===== src/rtl/u400_pkg.sv =====
// Shared encodings for the U400 SDRAM DQM sequencer: SIZ codes, mask constants and FSM states.
package u400_pkg;

    localparam logic [1:0] SIZ_LONG = 2'b00;
    localparam logic [1:0] SIZ_BYTE = 2'b01;
    localparam logic [1:0] SIZ_WORD = 2'b10;
    localparam logic [1:0] SIZ_LINE = 2'b11;

    // DQM is active-high masking: all ones blocks every lane.
    localparam logic [3:0] DQM_NONE = 4'b1111;
    localparam logic [3:0] DQM_ALL  = 4'b0000;

    localparam int unsigned LINE_BEATS = 4;

    typedef enum logic [1:0] {
        IDLE   = 2'd0,
        ACTIVE = 2'd1,
        HOLD   = 2'd2
    } state_e;

endpackage


===== src/rtl/u400_sdram_dqm_if.sv =====
// 68040 local bus / SDRAM mask signal bundle for the U400 DQM sequencer.
interface u400_sdram_dqm_if;

    logic       TSn;
    logic       RAM_SPACE;
    logic       RnW;
    logic [1:0] A;
    logic [1:0] SIZ;
    logic       TAn;
    logic [3:0] DQM;
    logic [1:0] BEAT;
    logic       BUSY;
    logic       TIMEOUT;

    // Bus side: drives the 68040 transfer signals, observes the sequencer.
    modport master (
        output TSn, RAM_SPACE, RnW, A, SIZ, TAn,
        input  DQM, BEAT, BUSY, TIMEOUT
    );

    // Sequencer side.
    modport slave (
        input  TSn, RAM_SPACE, RnW, A, SIZ, TAn,
        output DQM, BEAT, BUSY, TIMEOUT
    );

endinterface


===== src/rtl/u400_byte_lane_decode.sv =====
// Combinational 68040 SIZ/A[1:0] to big-endian SDRAM byte-lane mask (1 = lane masked).
module u400_byte_lane_decode
    import u400_pkg::*;
(
    input  logic [1:0] siz_i,
    input  logic [1:0] a_i,
    output logic [3:0] mask_o
);

    always_comb begin
        mask_o = DQM_ALL;
        unique case (siz_i)
            SIZ_BYTE: begin
                // Address 0 is the most significant lane (D31:24).
                unique case (a_i)
                    2'b00:   mask_o = 4'b0111;
                    2'b01:   mask_o = 4'b1011;
                    2'b10:   mask_o = 4'b1101;
                    default: mask_o = 4'b1110;
                endcase
            end
            SIZ_WORD: mask_o = a_i[1] ? 4'b1100 : 4'b0011;
            default:  mask_o = DQM_ALL;
        endcase
    end

endmodule


===== src/rtl/u400_sdram_dqm.sv =====
// U400 SDRAM DQM sequencer: decodes the transfer at TS, counts TA beats, drives DQM on negedge.
// Build option: U400_DQM_READ_MASK_EN applies the byte-lane mask to reads as well as writes.
module u400_sdram_dqm
    import u400_pkg::*;
#(
    parameter int unsigned DQM_HOLD   = 2,
    parameter int unsigned TA_TIMEOUT = 64
) (
    input logic             CLK40,
    input logic             RESETn,
    u400_sdram_dqm_if.slave bus
);

    localparam logic [7:0] HoldLoad = 8'(DQM_HOLD);
    localparam logic [7:0] ToLast   = 8'(TA_TIMEOUT - 1);
    localparam logic [1:0] BeatLast = 2'(LINE_BEATS - 1);

    state_e     state_q, state_d;
    logic [3:0] mask_q, mask_d;
    logic [3:0] dqm_q, dqm_d;
    logic [1:0] beat_q, beat_d;
    logic       busy_q, busy_d;
    logic       timeout_q, timeout_d;
    logic       line_q, line_d;
    logic [7:0] hold_cnt_q, hold_cnt_d;
    logic [7:0] to_cnt_q, to_cnt_d;

    logic [3:0] lane_mask;
    logic [3:0] start_mask;
    logic       ts_hit;
    logic       ta_hit;
    logic       final_beat;

    u400_byte_lane_decode u_decode (
        .siz_i  (bus.SIZ),
        .a_i    (bus.A),
        .mask_o (lane_mask)
    );

`ifdef U400_DQM_READ_MASK_EN
    logic unused_rnw;
    assign unused_rnw = bus.RnW;
    assign start_mask = lane_mask;
`else
    // Reads enable every lane; the CPU simply ignores the lanes it did not ask for.
    assign start_mask = bus.RnW ? DQM_ALL : lane_mask;
`endif

    assign ts_hit     = ~bus.TSn & bus.RAM_SPACE;
    assign ta_hit     = ~bus.TAn;
    assign final_beat = ~line_q | (beat_q == BeatLast);

    always_comb begin
        state_d    = state_q;
        mask_d     = mask_q;
        beat_d     = beat_q;
        busy_d     = busy_q;
        timeout_d  = 1'b0;
        line_d     = line_q;
        hold_cnt_d = hold_cnt_q;
        to_cnt_d   = to_cnt_q;

        unique case (state_q)
            IDLE: begin
                if (ts_hit) begin
                    state_d    = ACTIVE;
                    mask_d     = start_mask;
                    beat_d     = 2'd0;
                    busy_d     = 1'b1;
                    line_d     = (bus.SIZ == SIZ_LINE);
                    hold_cnt_d = 8'd0;
                    to_cnt_d   = 8'd0;
                end
            end

            ACTIVE: begin
                if (ta_hit) begin
                    to_cnt_d = 8'd0;
                    // The 4th line beat saturates at 3; the return to IDLE clears it.
                    if (beat_q != 2'd3) begin
                        beat_d = beat_q + 2'd1;
                    end
                    if (final_beat) begin
                        state_d    = HOLD;
                        hold_cnt_d = HoldLoad;
                    end
                end else if (to_cnt_q == ToLast) begin
                    state_d    = IDLE;
                    mask_d     = DQM_NONE;
                    beat_d     = 2'd0;
                    busy_d     = 1'b0;
                    timeout_d  = 1'b1;
                    hold_cnt_d = 8'd0;
                    to_cnt_d   = 8'd0;
                end else begin
                    to_cnt_d = to_cnt_q + 8'd1;
                end
            end

            HOLD: begin
                if (ts_hit) begin
                    // A new transfer overlaps the CAS-latency tail; it takes over at once.
                    state_d    = ACTIVE;
                    mask_d     = start_mask;
                    beat_d     = 2'd0;
                    busy_d     = 1'b1;
                    line_d     = (bus.SIZ == SIZ_LINE);
                    hold_cnt_d = 8'd0;
                    to_cnt_d   = 8'd0;
                end else if (hold_cnt_q <= 8'd1) begin
                    state_d    = IDLE;
                    mask_d     = DQM_NONE;
                    beat_d     = 2'd0;
                    busy_d     = 1'b0;
                    hold_cnt_d = 8'd0;
                end else begin
                    hold_cnt_d = hold_cnt_q - 8'd1;
                end
            end

            default: begin
                state_d    = IDLE;
                mask_d     = DQM_NONE;
                beat_d     = 2'd0;
                busy_d     = 1'b0;
                hold_cnt_d = 8'd0;
                to_cnt_d   = 8'd0;
            end
        endcase
    end

    always_ff @(posedge CLK40) begin
        if (!RESETn) begin
            state_q    <= IDLE;
            mask_q     <= DQM_NONE;
            beat_q     <= 2'd0;
            busy_q     <= 1'b0;
            timeout_q  <= 1'b0;
            line_q     <= 1'b0;
            hold_cnt_q <= 8'd0;
            to_cnt_q   <= 8'd0;
        end else begin
            state_q    <= state_d;
            mask_q     <= mask_d;
            beat_q     <= beat_d;
            busy_q     <= busy_d;
            timeout_q  <= timeout_d;
            line_q     <= line_d;
            hold_cnt_q <= hold_cnt_d;
            to_cnt_q   <= to_cnt_d;
        end
    end

    // Pins follow the internal mask half a clock later, matching the controller's command timing.
    assign dqm_d = mask_q;

    always_ff @(negedge CLK40) begin
        dqm_q <= dqm_d;
    end

    assign bus.DQM     = dqm_q;
    assign bus.BEAT    = beat_q;
    assign bus.BUSY    = busy_q;
    assign bus.TIMEOUT = timeout_q;

endmodule


===== src/flat_wrapper.sv =====
// flat-port wrapper written by rule: the top's interface ports become plain ports
module u400_sdram_dqm_flat import u400_pkg::*;
#(
    parameter int unsigned DQM_HOLD   = 2,
    parameter int unsigned TA_TIMEOUT = 64
)
  (CLK40, RESETn, bus_TSn, bus_RAM_SPACE, bus_RnW, bus_A, bus_SIZ, bus_TAn, bus_DQM, bus_BEAT, bus_BUSY, bus_TIMEOUT);
  u400_sdram_dqm_if bus_i ();
  input logic CLK40;
  input logic RESETn;
  input wire logic [$bits(bus_i.TSn)-1:0] bus_TSn;
  input wire logic [$bits(bus_i.RAM_SPACE)-1:0] bus_RAM_SPACE;
  input wire logic [$bits(bus_i.RnW)-1:0] bus_RnW;
  input wire logic [$bits(bus_i.A)-1:0] bus_A;
  input wire logic [$bits(bus_i.SIZ)-1:0] bus_SIZ;
  input wire logic [$bits(bus_i.TAn)-1:0] bus_TAn;
  output wire logic [$bits(bus_i.DQM)-1:0] bus_DQM;
  output wire logic [$bits(bus_i.BEAT)-1:0] bus_BEAT;
  output wire logic [$bits(bus_i.BUSY)-1:0] bus_BUSY;
  output wire logic [$bits(bus_i.TIMEOUT)-1:0] bus_TIMEOUT;
  assign bus_i.TSn = bus_TSn;
  assign bus_i.RAM_SPACE = bus_RAM_SPACE;
  assign bus_i.RnW = bus_RnW;
  assign bus_i.A = bus_A;
  assign bus_i.SIZ = bus_SIZ;
  assign bus_i.TAn = bus_TAn;
  assign bus_DQM = bus_i.DQM;
  assign bus_BEAT = bus_i.BEAT;
  assign bus_BUSY = bus_i.BUSY;
  assign bus_TIMEOUT = bus_i.TIMEOUT;
  u400_sdram_dqm #(.DQM_HOLD(DQM_HOLD), .TA_TIMEOUT(TA_TIMEOUT)) u_core (.CLK40(CLK40), .RESETn(RESETn), .bus(bus_i));
endmodule

===== config.mk =====
export PLATFORM = sky130hd
export DESIGN_NAME = u400_sdram_dqm_flat
export DESIGN_NICKNAME = d
export VERILOG_FILES = /design/src/rtl/u400_pkg.sv /design/src/rtl/u400_sdram_dqm_if.sv /design/src/rtl/u400_byte_lane_decode.sv /design/src/rtl/u400_sdram_dqm.sv /design/src/flat_wrapper.sv
export SDC_FILE = /design/constraint.sdc
export NUM_CORES = 1
export LEC_CHECK = 0
export CAP_MARGIN = 20
export CORE_MARGIN = 5
export CORE_UTILIZATION = 52
export DETAILED_ROUTE_END_ITERATION = 16
export HOLD_SLACK_MARGIN = 0.06
export PLACE_DENSITY_LB_ADDON = 0.3
export SYNTH_ARGS = -nofsm -noshare
export SYNTH_HDL_FRONTEND = slang
export SYNTH_HIERARCHICAL = 1
export SYNTH_SLANG_ARGS = --single-unit
export TNS_END_PERCENT = 1

===== constraint.sdc =====
create_clock -name CLK40 -period 3.07 [get_ports CLK40]
set_input_delay 0.7675 -clock CLK40 [delete_from_list [all_inputs] [get_ports CLK40]]
set_output_delay 0.7675 -clock CLK40 [all_outputs]
set_load 0.1 [all_outputs]

==> run summary <==
The flow ran to the end, but the final reports show violations. The power per cell area came out at 774.1 nW/um^2. The detailed-route DRC error count is 0. In this run the worst setup path terminates at bus_DQM[2]. The library cell with the largest summed area after synthesis is dfxtp_1.

The I/O pin total is 18. The largest stage delay on the critical path is 330 ps. The switching share of power came out at 42.58%. During synthesis, Yosys emitted a total of 6 warnings. Across every metal layer, demand over resource in global routing totals 18.59%. The slowest stage of the critical path is the dfxtp_2 cell. The total count of max-transition violations in the final report came to 0.

The number of storage elements in the synthesis netlist is 31. For this design the total switching power over the nets is 0.6685 mW. The number of sinks on the clock net is 31.

The endpoint type of the worst setup path is a primary output. The clock insertion delay at the later pin of the skew report came out at 380 ps. The top cell family by delay on the critical path is flip-flops. The residual antenna-violating net count after detailed routing is 0. Of the total power, the clock network draws between 20% and 30%. The total standard cell area after synthesis came out at 1702 sq um. The final design utilization came out at 65.36%. The count of non-filler cells in the finished layout came out at 269. The total of max-cap violations came out at 0. The die outline area is 4517 sq um. For the worst setup path, the data arrival time is 2420 ps. The number of DRC markers in iteration 0 came out at 61. The final reports fail on negative setup slack. The setup path with the least slack is of type register to primary output. The worst setup path is launched from a register. Internal power comes to roughly 0.9 mW. The gate count of the mapped netlist is 201. The portion of the post-synthesis area used by sequential elements is a little over a third. The leading register cell type out of synthesis is dfxtp_1. In this run the critical register-to-register path is launched from u_core/to_cnt_q[0]$_SDFFE_PN0P_. The routed length per placed instance came out at 13.59 um. TritonCTS built the clock tree. After routing, the total negative slack on setup checks comes to -447.7 ps. The worst hold slack across all endpoints is ~470 ps. The share of synthesized registers carrying an async set or reset came out at 0%. In this run the tightest slew margin relative to its limit is 39.70%. The first global-routing pass estimated 6403 um of wire. The count of flip-flops with a built-in enable after synthesis is 0.

The number of cells on the worst reg-to-reg path is 6. The repair_antennas step left the layout with diodes totalling 0. Fill cells in the final layout number slightly below 300.

The count of endpoints failing hold in the final timing report came out at 0. Yosys attributes the largest share of cell area to dfxtp_1 (36%), ha_1 (8.1%), nor2_1 (4.4%), nand2_1 (4.2%), nand4_1 (3.3%). The placed wire-length estimate came out at ~2800 um.

The top cell types in the final layout, fill and taps aside, are dfxtp_1 (27), nor2_1 (20), nand2_1 (19), inv_1 (17). The reported leakage power came out at around 0.8 nW. The worst slack at placement came out at roughly 240 ps. The minimum setup slack in the final design came out at -119.7 ps. The global route total overflow is 0.

The final clock skew came out at 54.53 ps. The transition time at the pin with the least slew margin came out at 892.8 ps. Setup repair after global routing could not meet its margin everywhere. The average footprint of a synthesized cell came out at ~8.5 sq um. Sequential cells burn 34.5% of the power. The die is 67.21 um wide. The number of CTS-inserted buffers is 5.

The worst-case clock buffer depth came out at 2. The number of setup violations in the final report is 4. The number of nets in the finished design is 245. At the worst endpoint, the required time is 2300 ps. The first detailed-routing pass took 5 iterations. The number of antenna violations at the first check in global routing is 0.

The largest net degree at the start of global routing is 23. The count of input and output buffers came out at 17. The floorplan step set the die height to 67.21 um. Dividing the detail-routed via count by the number of cells gives 5.491. The layout overhead on the synthesized area is 19.19%. The synthesized net count is between 200 and 250. The number of different library cells in the post-synthesis netlist is 46. The floorplan core area is roughly 3100 sq um. The most critical setup path has its startpoint at u_core/bus.DQM[2]$_DFF_N_. The signal on the critical path passes through buf_12.

The total number of placement rows is 20. The starting density of the core came out at a little over half. The routed design has 3657 um of wire. IR analysis of the VDD net gives a maximum drop of 0.0003038 V.

The number of global-route vias before repair is 1499. In this run the worst hold path is classified as register to register. The congestion estimate from routability-driven global placement came to 0.8335. The number of instances in the placed design came out at between 200 and 300. The total buffers and inverters traversed by the critical path is 1. The worst reg-to-reg setup slack is 850 ps.

The library cell used most frequently in the layout, excluding fill and tap cells, is dfxtp_1. The top-area cell type share of the netlist area is 36.47%. The clock root buffer is clkbuf_4.

The H-tree was split into 2 levels. After clock tree synthesis, the clock-pin slew on the worst setup and hold paths is around 90 ps. The part of the total power dissipated in combinational logic is 44.4%. The final route contains 1477 vias. The number of post-CTS setup repair buffers came out at 0. The worst register-to-register path ends at u_core/state_q[1]$_SDFFE_PN0P_. The fraction of final layout cells with drive strength greater than 1 is ~14%.

The critical path depth in cells came out at 1. Of all nets on the critical path, the largest fanout is 1.
## Yosys cell counts (2+ instances only)
| cell | count |
|---|---|
| buf_2 | 2 |
| and2_1 | 2 |
| ha_1 | 11 |
| dfxtp_1 | 31 |
| mux2i_1 | 3 |
| xor2_1 | 5 |
| clkbuf_1 | 2 |
| nand2b_1 | 2 |
| nor2b_1 | 3 |
| nor3_1 | 2 |
| and3_1 | 2 |
| o22ai_1 | 4 |
| nand3b_1 | 6 |
| xnor2_1 | 2 |
| nand2_1 | 19 |
| nand4_1 | 9 |
| o41ai_1 | 2 |
| nand3_1 | 7 |
| a21oi_1 | 11 |
| o21a_1 | 4 |
| o21ai_1 | 6 |
| o21ai_0 | 10 |
| nor2_1 | 20 |
| inv_1 | 14 |
## cells by family (layout without fill, tap and decap cells)
kind of cell	Yosys count	count (layout)	synth area share [%]
flops	31	31	36.47
simple gates	84	84	27.13
xor+xnor	7	7	3.603
fa+ha+maj	11	11	8.088
mux	3	3	1.765
buf+inv	20	44	5.000
compound gates	45	45	17.94
## power groups by stage
| stage | combinational [mW] | clock, mW | sequential (mW) |
|---|---|---|---|
| after global routing | 0.743 | 0.373 | 0.552 |
| final | 0.697 | 0.331 | 0.542 |
| after global placement | 0.680 | 0.0101 | 0.539 |
| after CTS | 0.700 | 0.344 | 0.543 |
| after floorplan | 0.265 | 0.0101 | 0.758 |
| after detailed placement | 0.698 | 0.0101 | 0.547 |
## sequential cells by signal (all words and copies together), names as in the netlist
| signal | flops |
|---|---|
| u_core/bus.DQM | 4 |
| u_core/state_q | 2 |
| u_core/bus.BEAT | 2 |
| u_core/bus.BUSY | 1 |
| u_core/hold_cnt_q | 8 |
| u_core/dqm_d | 4 |
| u_core/bus.TIMEOUT | 1 |
| u_core/line_q | 1 |
| u_core/to_cnt_q | 8 |
## cell type report
type | count | area (sq um) | area share [%]
Sequential cell | 31 | 625.6 | 30.85
Clock inverter | 6 | 50.05 | 2.468
Inverter | 14 | 52.55 | 2.591
Multi-Input combinational cell | 150 | 996.0 | 49.11
Timing Repair Buffer | 18 | 207.7 | 10.24
Tap cell | 44 | 55.05 | 2.714
Clock buffer | 6 | 41.29 | 2.036
## how the worst min path moves through the flow
stage,from,endpoint,cells past startpoint
final,u_core/bus.BUSY$_SDFFE_PN0P_,u_core/bus.BUSY$_SDFFE_PN0P_,2
after global routing,u_core/hold_cnt_q[7]$_SDFFE_PN0P_,u_core/hold_cnt_q[7]$_SDFFE_PN0P_,2
after CTS,u_core/hold_cnt_q[7]$_SDFFE_PN0P_,u_core/hold_cnt_q[7]$_SDFFE_PN0P_,2
after detailed placement,u_core/hold_cnt_q[7]$_SDFFE_PN0P_,u_core/hold_cnt_q[7]$_SDFFE_PN0P_,2
after global placement,u_core/hold_cnt_q[7]$_SDFFE_PN0P_,u_core/hold_cnt_q[7]$_SDFFE_PN0P_,2
after floorplan,u_core/hold_cnt_q[7]$_SDFFE_PN0P_,u_core/hold_cnt_q[7]$_SDFFE_PN0P_,2
## what timing repair did
item | in CTS | in global routing
resized for setup | 3 | 0
pin swaps | 0 | 0
hold buffers | 0 | 0
endpoints found under the setup margin | 4 | 4
## worst reg2reg max path, stage by stage (launching register included)
cell	delay, ps
dfxtp_1	420
ha_1	280
inv_1	80
o41ai_1	540
and2_1	430
nand2_1	170
o41ai_2	220
## layer usage
metal / track usage, % / share of wire [%]
met2: 33.62 / 52
met1: 20.37 / 44
met5: 0 / 0
met3: 4.992 / 3.3
met4: 7.595 / 0.88
## metrics by stage
stage                     area [sq um]  total power [mW]
after CTS                         2028             1.587
after global routing              2028             1.668
after floorplan                   1703             1.033
after detailed placement          1937             1.256
final                             2028             1.570
after global placement            1937             1.229
Note: power is estimated with default switching activity, not from simulation.
